==> src/rtl/fifo_rr_arbiter.sv <==
// fifo_rr_arbiter: round-robin drain of four input FIFOs into one output FIFO, plus threshold configuration
module fifo_rr_arbiter #(
  parameter int DATA_WIDTH   = 8,
  parameter int UMBRAL_WIDTH = 4
) (
  input  logic                      clk,
  input  logic                      reset,
  input  logic                      init,
  input  logic [UMBRAL_WIDTH-1:0]   umbral_a_in,
  input  logic [UMBRAL_WIDTH-1:0]   umbral_b_in,
  input  logic [3:0]                in_empty,
  input  logic [3:0]                in_error,
  input  logic [4*DATA_WIDTH-1:0]   in_data,
  input  logic                      out_pause,
  output logic [3:0]                in_pop,
  output logic                      out_push,
  output logic [DATA_WIDTH-1:0]     out_data,
  output logic [UMBRAL_WIDTH-1:0]   umbral_a,
  output logic [UMBRAL_WIDTH-1:0]   umbral_b,
  output logic [2:0]                state,
  output logic                      idle,
  output logic                      error_out,
  output logic [7:0]                words_out
);
  typedef enum logic [2:0] {
    S_RESET  = 3'd0,
    S_INIT   = 3'd1,
    S_IDLE   = 3'd2,
    S_ACTIVE = 3'd3,
    S_ERROR  = 3'd4
  } state_t;
  state_t                  state_q;
  logic [1:0]              ptr_q, lane_q, sel;
  logic                    push_q, pop;
  logic [UMBRAL_WIDTH-1:0] umbral_a_q, umbral_b_q;
  logic [7:0]              words_q;
  // descending scan so the nearest non-empty lane after ptr wins
  always_comb begin
    sel = ptr_q;
    for (int k = 4; k >= 1; k--)
      if (!in_empty[ptr_q + 2'(k)]) sel = ptr_q + 2'(k);
  end
  assign pop       = (state_q == S_ACTIVE) && !out_pause && !(|in_error) && !(&in_empty);
  assign in_pop    = pop ? 4'(4'b0001 << sel) : 4'b0000;
  assign out_push  = push_q;
  assign out_data  = push_q ? in_data[lane_q*DATA_WIDTH +: DATA_WIDTH] : '0;
  assign umbral_a  = umbral_a_q;
  assign umbral_b  = umbral_b_q;
  assign state     = state_q;
  assign idle      = state_q == S_IDLE;
  assign error_out = state_q == S_ERROR;
  assign words_out = words_q;
  always_ff @(posedge clk) begin
    if (reset) begin
      state_q    <= S_RESET;
      ptr_q      <= 2'd3;
      lane_q     <= 2'd0;
      push_q     <= 1'b0;
      umbral_a_q <= UMBRAL_WIDTH'(6);
      umbral_b_q <= UMBRAL_WIDTH'(3);
      words_q    <= 8'd0;
    end else begin
      push_q  <= pop;
      words_q <= words_q + 8'(push_q);
      if (pop) begin
        ptr_q  <= sel;
        lane_q <= sel;
      end
      case (state_q)
        S_RESET:  state_q <= S_INIT;
        S_INIT:
          if (init) begin
            umbral_a_q <= umbral_a_in;
            umbral_b_q <= umbral_b_in;
          end else state_q <= S_IDLE;
        S_IDLE:   state_q <= |in_error ? S_ERROR : init ? S_INIT : !(&in_empty) ? S_ACTIVE : S_IDLE;
        S_ACTIVE: state_q <= |in_error ? S_ERROR : &in_empty ? S_IDLE : S_ACTIVE;
        default:  state_q <= S_ERROR;
      endcase
    end
  end
endmodule

==> config.mk <==
export PLATFORM = sky130hd
export DESIGN_NAME = fifo_rr_arbiter
export DESIGN_NICKNAME = d
export VERILOG_FILES = /design/src/rtl/fifo_rr_arbiter.sv
export SDC_FILE = /design/constraint.sdc
export NUM_CORES = 1
export LEC_CHECK = 0
export CAP_MARGIN = 20
export CORE_UTILIZATION = 32
export CTS_CLUSTER_SIZE = 25
export DETAILED_ROUTE_END_ITERATION = 8
export PLACE_DENSITY = 0.88
export SLEW_MARGIN = 20
export SYNTH_ARGS = -nofsm -noshare
export SYNTH_HDL_FRONTEND = slang
export SYNTH_SLANG_ARGS = --single-unit
==> constraint.sdc <==
create_clock -name clk -period 2.55 [get_ports clk]
set_clock_uncertainty 0.05 [all_clocks]
set_input_delay 0.51 -clock clk [delete_from_list [all_inputs] [get_ports clk]]
set_output_delay 0.51 -clock clk [all_outputs]
set_load 0.01 [all_outputs]
==> summary.md <==
| Metric | Value |
|---|---|
| Grt ovf | `0` |
| Final Core Density | `64.00%` |
| PortBufs | `85` |
| Clock network fraction of design power | `around 36%` |
| Final Slew Violations | `0` |
| Slew HR | `approximately two thirds` |
| Worst Hold Depth | `2` |
| TNS Setup | `-0.4766 ns` |
| Via count | `about 1400` |
| Max Freq | `371.9 MHz` |
| Clk_lat worst skew | `0.26 ns` |
| Worst setup SP type | `input port` |
| Placement Setup Slack | `-0.8672 ns` |
| Synth Register Bits | `24` |
| GRT Resource Usage Total | `16.79%` |
| Area Overhead vs Synth | `85.93%` |
| Failing checks | `setup timing` |
| Flop pwr share | `42.8%` |
| N_diodes | `0` |
| Final min period | `~2.7 ns` |
| ANT nets after route | `0` |
| P per Cell Area | `~380 mW/mm^2` |
| Fin nets | `just under 300` |
| Yosys warnings | `0` |
| Worst Tran Pin Value | `0.4883 ns` |
| Core Area | `0.003799 sq mm` |
| Lkg Pwr | `roughly 1 nW` |
| Post-Route WL | `roughly 3600 um` |
| Top FF cell, synth | `dfxtp_1` |
| VDD IR-drop max | `between 300 and 400 uV` |
| Share of cells above drive strength 1 | `~20%` |
| Vias in the first global route | `around 1300` |
| Status | `complete, but fails checks` |
| Iter 0 DRT Violations | `29` |
| CTS Sinks | `24` |
| Sw frac | `roughly a fifth` |
| Final WS setup | `-0.1390 ns` |
| Area of the multi-input gates | `roughly 840 sq um` |
| Max Cap Violations | `0` |
| Clock buffer depth | `2` |
| WS Path Type | `input port to primary output` |
| Reg clk slew, reported paths | `0.09 ns` |
| Crit path DAT | `between 2 and 2.5 ns` |
| Ys async rst share | `0%` |
| CTS Buf Count | `3` |
| Internal power | `approximately 0.00073 W` |
| Total Power | `0.0009194 W` |
| Final GP Congestion | `roughly 0.86` |
| First-pass GRT wire length | `5713 um` |
| Ports | `between 80 and 90` |
| Pin count of the biggest net entering global routing | `15` |
| CTS tree | `done` |
| # setup viols final | `4` |
| DRC | `0` |
| Die ar. | `about 0.0043 sq mm` |
| P_sw | `~0.00019 W` |
| Register area share after synthesis | `between 30% and 40%` |
| # rows | `22` |
| Comb power frac | `21.5%` |
| RSZ-0062 raised after global routing | `yes` |
| Number of fillers in the final layout | `317` |
| Final cycle utilization of the critical path | `105.4%` |
| Hpwl dp | `around 2800 um` |
| Mapped Avg Cell Area | `approximately 9.6 sq um` |
| DR WL/cell | `between 10 and 15 um` |
| Syn nets | `190` |
| R2R depth | `7` |
| CP max FO | `4` |
| Initial antenna violation count | `0` |
| Register Area | `between 400 and 500 sq um` |
| CTS Root Cell | `clkbuf_8` |
| Htree depth | `1` |
| Final Hold Fails | `0` |
| Vias/cell | `between 4 and 5` |
| Critical Path RT | `1.99 ns` |
| Starting density of the core | `roughly a third` |
| 1st-pass router iterations | `2` |
| Distinct cells, synth | `37` |
| Min-delay worst type | `flip-flop to flip-flop` |
| CP endpoint kind | `primary output` |
| Die Span X | `about 66 um` |
| Cell area after synthesis | `between 0.001 and 0.0015 sq mm` |
| Post-synth EDFFs | `0` |
| Die height | `roughly 66 um` |
| Syn Inst Count | `approximately 140` |
-- per-layer routing --
layer,vias to the layer above,wire (um),global-route usage (%)
li1,677,-,-
met1,627,1415,17.63
met2,67,1790,31.63
met3,2,434,5.517
met4,0,8,4.076
met5,-,0,0
-- power groups by stage --
| stage | registers, W | clock network, W | logic (W) |
|---|---|---|---|
| after detailed placement | 0.000402 | 0 | 0.000197 |
| after floorplan | 0.000411 | 0 | 0.0000543 |
| after global routing | 0.000395 | 0.000357 | 0.000212 |
| final | 0.000393 | 0.000329 | 0.000198 |
| after CTS | 0.000393 | 0.000336 | 0.000198 |
| after global placement | 0.000402 | 0 | 0.000192 |
-- metrics by stage --
stage,instance area [sq um],hold slack (ns),cells
after global routing,2431,0.5123,283
after CTS,2402,0.4591,283
after global placement,2322,0.4302,277
after floorplan,1328,0.4734,136
after detailed placement,2322,0.4422,277
final,2431,0.4542,283
-- registers in the layout (all words and copies together), names as in the netlist --
register,cells
umbral_a,4
state,3
words_out,8
out_push,1
ptr_q,2
lane_q,2
umbral_b,4
-- synth_stat cells (2+ instances only) --
cell	count	area [sq um]
a211o_1	4	35.03
a21oi_1	5	25.02
and2_1	9	56.30
and3_1	2	12.51
clkbuf_1	4	15.01
dfxtp_1	24	480.5
ha_1	2	25.02
inv_1	3	11.26
mux2i_1	4	40.04
mux4_2	8	180.2
nand2_1	3	11.26
nand2b_1	4	25.02
nand3_1	4	20.02
nor2_1	19	71.32
nor2b_1	9	56.30
nor3_1	4	20.02
nor3b_1	4	30.03
xnor2_1	2	17.52
xor2_1	4	35.03
-- cells by family (layout without fill, tap and decap cells) --
group,count (synthesis),after routing,synth area share [%]
buffers and inverters,10,109,3.540
DFF,24,24,36.75
and+or+nand+nor,65,65,27.46
xor gates and xnor gates,6,6,4.019
muxes,13,13,17.70
adders and majority gates,2,2,1.914
AOI/OAI and AO/OA,16,16,8.613
-- path summary, 6_finish.rpt --
kind               start           to  slack [ns]
max          in_empty[3]    in_pop[2]       -0.14
min          umbral_b[2]  umbral_b[2]        0.45
max reg2reg     state[2]    lane_q[0]        0.75
min reg2reg  umbral_b[2]  umbral_b[2]        0.45
-- worst max-delay path, cell delays in order --
cell and delay (ns):
clkdlybuf4s50_1 0.42, buf_4 0.15, nor3b_1 0.39, o41ai_4 0.14
or2_4 0.30, nor2_4 0.11, buf_6 0.10
-- cells in the final DEF (no fill, tap or decap), types with 4 or more instances in the layout --
cell type        netlist  layout
nor3_1                 4       4
clkdlybuf4s50_1        0      69
buf_4                  0      16
dlygate4sd2_1          0       7
dfxtp_1               24      24
mux2i_1                4       4
nor3b_1                4       4
nor2b_1                9       9
mux4_2                 8       8
xor2_1                 4       4
a21oi_1                5       5
a211o_1                4       4
and2_1                 9       9
nand3_1                4       4
buf_6                  1       5
nor2_1                19      15
-- what timing repair did --
action | CTS | global route
endpoints found under the setup margin | 11 | 5
setup buffers | 2 | 0
gates resized for setup | 40 | 5
gates cloned | 0 | 0
hold buffers | 0 | 0
pin swaps | 4 | 2
-- layout make-up --
| type | count | area share, % |
|---|---|---|
| flip-flops and latches | 24 | 19.76 |
| repair buffers | 102 | 39.73 |
| clock inverters | 1 | 1.235 |
| inverters | 3 | 0.4632 |
| well taps | 48 | 2.470 |
| multi-input cells | 102 | 34.64 |
| clock buffers | 3 | 1.698 |
Power figures use the tool's default switching activity.
